`src/rtl/addr_data_q_arb.sv`:
```
// Two-requester round-robin arbiter in front of a shared first-word-fall-through
// queue that keeps each address/data pair together in acceptance order.
module addr_data_q_arb #(
    parameter  int ADDR_W = 32,
    parameter  int DATA_W = 32,
    parameter  int DEPTH  = 16,
    localparam int CW     = $clog2(DEPTH) + 1
) (
    input  logic              clk,
    input  logic              rst,
    input  logic              req0_valid,
    input  logic [ADDR_W-1:0] req0_addr,
    input  logic [DATA_W-1:0] req0_data,
    output logic              req0_ready,
    input  logic              req1_valid,
    input  logic [ADDR_W-1:0] req1_addr,
    input  logic [DATA_W-1:0] req1_data,
    output logic              req1_ready,
    output logic              out_valid,
    output logic [ADDR_W-1:0] out_addr,
    output logic [DATA_W-1:0] out_data,
    input  logic              out_ready,
    output logic [CW-1:0]     count,
    output logic              empty,
    output logic              full
);

    localparam int AW = $clog2(DEPTH);

    logic [ADDR_W-1:0] addr_mem [DEPTH];
    logic [DATA_W-1:0] data_mem [DEPTH];

    logic [AW-1:0] wr_ptr_q, wr_ptr_d;
    logic [AW-1:0] rd_ptr_q, rd_ptr_d;
    logic [CW-1:0] count_q, count_d;
    logic          empty_q, empty_d;
    logic          full_q, full_d;
    logic          last_q, last_d;

    logic          grant0, grant1;
    logic          push0, push1, push, pop;
    logic [ADDR_W-1:0] push_addr;
    logic [DATA_W-1:0] push_data;

    // Round-robin grant: a contested cycle goes to the requester not served last.
    always_comb begin
        // NOTE: every output of a combinational block gets a default first so no latch is inferred.
        grant0 = 1'b0;
        grant1 = 1'b0;
        if (req0_valid && req1_valid) begin
            grant0 = last_q;
            grant1 = !last_q;
        end else if (req0_valid) begin
            grant0 = 1'b1;
        end else if (req1_valid) begin
            grant1 = 1'b1;
        end
    end

    // Ready looks only at registered full, so a pop cannot open a slot for the same cycle.
    assign req0_ready = !rst && !full_q && grant0;
    assign req1_ready = !rst && !full_q && grant1;

    assign push0     = req0_valid && req0_ready;
    assign push1     = req1_valid && req1_ready;
    assign push      = push0 || push1;
    assign pop       = out_valid && out_ready;
    assign push_addr = push1 ? req1_addr : req0_addr;
    assign push_data = push1 ? req1_data : req0_data;

    always_comb begin
        wr_ptr_d = wr_ptr_q;
        rd_ptr_d = rd_ptr_q;
        last_d   = last_q;
        if (push) begin
            wr_ptr_d = wr_ptr_q + AW'(1);
            last_d   = push1;
        end
        if (pop) begin
            rd_ptr_d = rd_ptr_q + AW'(1);
        end
        count_d = count_q + CW'(push) - CW'(pop);
        empty_d = (count_d == '0);
        full_d  = (count_d == CW'(DEPTH));
    end

    // NOTE: the storage array is deliberately not reset; valid data is tracked by the pointers and count.
    always_ff @(posedge clk) begin
        if (push) begin
            addr_mem[wr_ptr_q] <= push_addr;
            data_mem[wr_ptr_q] <= push_data;
        end
    end

    // NOTE: sequential state uses non-blocking assignments so all flops update together at the edge.
    always_ff @(posedge clk or posedge rst) begin
        if (rst) begin
            wr_ptr_q <= '0;
            rd_ptr_q <= '0;
            count_q  <= '0;
            empty_q  <= 1'b1;
            full_q   <= 1'b0;
            last_q   <= 1'b1;
        end else begin
            wr_ptr_q <= wr_ptr_d;
            rd_ptr_q <= rd_ptr_d;
            count_q  <= count_d;
            empty_q  <= empty_d;
            full_q   <= full_d;
            last_q   <= last_d;
        end
    end

    assign out_valid = !empty_q;
    assign out_addr  = empty_q ? '0 : addr_mem[rd_ptr_q];
    assign out_data  = empty_q ? '0 : data_mem[rd_ptr_q];
    assign count     = count_q;
    assign empty     = empty_q;
    assign full      = full_q;

endmodule

```
`config.mk`:
```
export PLATFORM = sky130hd
export DESIGN_NAME = addr_data_q_arb
export DESIGN_NICKNAME = d
export VERILOG_FILES = /design/src/rtl/addr_data_q_arb.sv
export SDC_FILE = /design/constraint.sdc
export NUM_CORES = 1
export LEC_CHECK = 0
export CORE_UTILIZATION = 43
export DETAILED_ROUTE_END_ITERATION = 12
export GPL_TIMING_DRIVEN = 0
export SYNTH_ARGS = -nofsm -noshare
export SYNTH_HDL_FRONTEND = slang
export SYNTH_SLANG_ARGS = --single-unit
```
`constraint.sdc`:
```
create_clock -name clk -period 5.3 [get_ports clk]
set_input_delay 1.325 -clock clk [delete_from_list [all_inputs] [get_ports clk]]
set_output_delay 1.325 -clock clk [all_outputs]
set_load 0.1 [all_outputs]
```
==> impl_metrics.json <==
{
  "die_h_um": 312,
  "syn_nets": 2436,
  "ios": 207,
  "yosysUniqueCellTypes": 34,
  "r2r-start": "wr_ptr_q[3]$_DFFE_PP0P_",
  "p_leak_nw": 17.6,
  "tns_ns": 0,
  "gr-usage-all-layers": 0.218,
  "wl_per_cell_um": 27.1,
  "hpwl_um": 71800,
  "arrival_ns": 3.89,
  "syn_avg_cell_area_um2": 18.1,
  "io_buffers": 206,
  "dpl.cell_count": 3815,
  "holdPathStages": 2,
  "ir_drop_uv": 1330,
  "die_x_um": 312,
  "netlist_area_um2": 41400,
  "yosys-top-cells-area": "edfxtp_1 74%, mux2i_1 12%, a22oi_1 4.6%",
  "yosys.area.top_type": "edfxtp_1",
  "drv_cap": 0,
  "nets": 2799,
  "r2r_cells": 5,
  "fin_crit_sh": 0.984,
  "r2r_end": "addr_mem[11][28]$_DFFE_PP_",
  "clock_sinks": 1040,
  "fin_util": 0.521,
  "crit_type": "flop to output port",
  "finalWorstPathRequiredPeriod_ns": 5.21,
  "coreArea_um2": 95300,
  "start_kind": "flop",
  "yosysSeqAreaShare": 0.752,
  "firstDrtPassIters": 5,
  "synth_top_area_share": 0.742,
  "cts.reportedPaths.clkPinSlew_ns": 0.06,
  "timing.hold.ws_ns": 0.476,
  "ctsHtreeMaxLevel": 3,
  "ant_nets": 0,
  "area_delta_synth_final_pct": 19.7,
  "vias": 22231,
  "p_total_mw": 31.9,
  "final-seq-area_um2": 31200,
  "power_density_nw_per_um2": 643,
  "synth_cells": 2292,
  "slew_headroom": 0.292,
  "grt_max_degree": 25,
  "antenna_found_initial": 2,
  "place_ws_ns": -0.0659,
  "cts_made_buffers": 103,
  "gr-total-overflow": 0,
  "drc": 0,
  "tightest_slew_ns": 1.06,
  "cts-root-buf": "clkbuf_16",
  "grt_first_pass_wirelength_um": 153000,
  "rows": 113,
  "gp_congestion": 0.778,
  "cp.required_ns": 3.97,
  "max_clock_freq_mhz": 192,
  "setup_viol": 0,
  "insertion_delay_ns": 0.66,
  "routed_via_density": 5.56,
  "cp-end-kind": "output port",
  "finalHoldViolations": 0,
  "yosys_register_bits": 1040,
  "min_from": "last_q$_DFFE_PP1P_",
  "finalClockSkew_ns": 0.0166,
  "die_area_um2": 97600,
  "hold_end": "last_q$_DFFE_PP1P_",
  "slew_violations": 0,
  "drive_above_1_share": 0.123,
  "fin_cells": 3995,
  "cp_max_fo": 10,
  "wirelength_um": 108000,
  "worst_slack_ns": 0.0874,
  "drt_iter0_drc": 1919,
  "r2r_slack_ns": 2.28,
  "hp-class": "flop to flop",
  "final_area_um2": 49600,
  "synth_warnings": 0,
  "post_cts_buffers": 0,
  "place_area_um2": 46400,
  "cts_tree": "done",
  "cts_buffer_depth": 3,
  "multi_input_area_um2": 9300,
  "initial_core_util": 0.435,
  "n_fill_cell": 7632,
  "status": "completed",
  "grt_pass1_vias": 22543
}
==> power breakdown <==
part / total (mW) / internal, mW / switching [mW]
clock: 6.92 / 3.97 / 2.95
sequential: 10.1 / 9.97 / 0.169
combinational: 14.8 / 4.03 / 10.8
total: 31.9 / 18.0 / 13.9
==> cell type report <==
type | instances | area share
Sequential cell | 1040 | 0.628
Multi-Input combinational cell | 1100 | 0.187
Timing Repair Buffer | 258 | 0.0656
Clock buffer | 131 | 0.0553
Tap cell | 1265 | 0.0319
Buffer | 137 | 0.0219
Clock inverter | 48 | 0.00850
Inverter | 15 | 0.00114
Antenna cell | 1 | 0.0000504
==> kinds of logic after synthesis <==
family / share of synthesized area
AOI/OAI and AO/OA: 0.0475
DFF: 0.752
buffers and inverters: 0.0274
muxes: 0.142
adders and majority gates: 0.00350
and+or+nand+nor: 0.0265
xor gates and xnor gates: 0.00190
==> worst max path at each step <==
stage	startpoint	endpoint	slack [ns]	depth (start not counted)
2_1_floorplan	rst	addr_mem[15][0]$_DFFE_PP_	0.18	5
3_3_place_gp	rst	addr_mem[5][28]$_DFFE_PP_	-3.84	6
3_5_place_dp	rst	req1_ready	-0.07	7
4_1_cts	empty$_DFF_PP1_	out_addr[10]	0.002	5
5_1_grt	empty$_DFF_PP1_	out_data[6]	-0.0009	5
6_report	empty$_DFF_PP1_	out_data[8]	0.09	5
==> cell usage after synthesis <==
cell type and count:
buf_12 12, nand4_1 1, buf_4 21, nand2_1 75
xnor2_1 7, nor3_1 4, a21o_1 2, mux2_2 20
mux2_1 45, fa_1 1, dfrtp_1 14, a21oi_1 3
nor4_1 1, a22oi_1 256, and3b_1 1, nor2b_1 5
o21a_1 1, and2_1 2, nor2_1 15, ha_1 10
nand2b_1 2, mux2i_1 513, o21ai_0 2, buf_8 6
nor4b_1 1, dfstp_2 2, buf_6 22, edfxtp_1 1024
clkbuf_1 22, nand3_1 131, buf_1 7, xor2_1 2
buf_2 47, inv_1 15
==> placed cells by master, fill, tap and decap left out, drive strengths merged, types with 3 or more instances in the layout <==
cell	n
clkdlybuf4s50	173
buf	167
a21oi	3
dlymetal6s2s	16
ha	10
xnor2	7
inv	20
bufinv	7
nor2	15
clkbuf	152
nand2	75
clkinv	31
clkinvlp	5
nor3	4
dfrtp	14
a22oi	256
nor2b	5
mux2i	513
nand3	131
dlygate4sd2	16
edfxtp	1024
mux2	65
==> state kept, by name, indices dropped and copies added, names as in the netlist <==
register  cells
addr_mem    512
data_mem    512
count         5
rd_ptr_q      4
wr_ptr_q      4
empty         1
full          1
last_q        1
==> worst max-delay path: stages (launching register included) <==
cell and delay (ns):
dfstp_2 0.41, nor2_2 0.65, clkdlybuf4s15_1 0.78, nand3_1 0.22
nand2_1 0.29, clkdlybuf4s15_1 0.87
==> per-layer routing <==
metal,up-vias,global-route usage,part of all wire
met3,151,0.0275,0.056
met4,0,0.0590,0.020
met2,809,0.384,0.51
met1,11385,0.285,0.42
met5,-,0,0
li1,9886,-,-
==> what timing repair did <==
item,4_1_cts,5_1_grt
setup endpoints to repair,65,17
pin swaps,0,0
gates resized for setup,20,19
endpoints found under the hold margin,0,0
hold buffers,0,0
No activity file was read; power rests on OpenSTA's default activity.
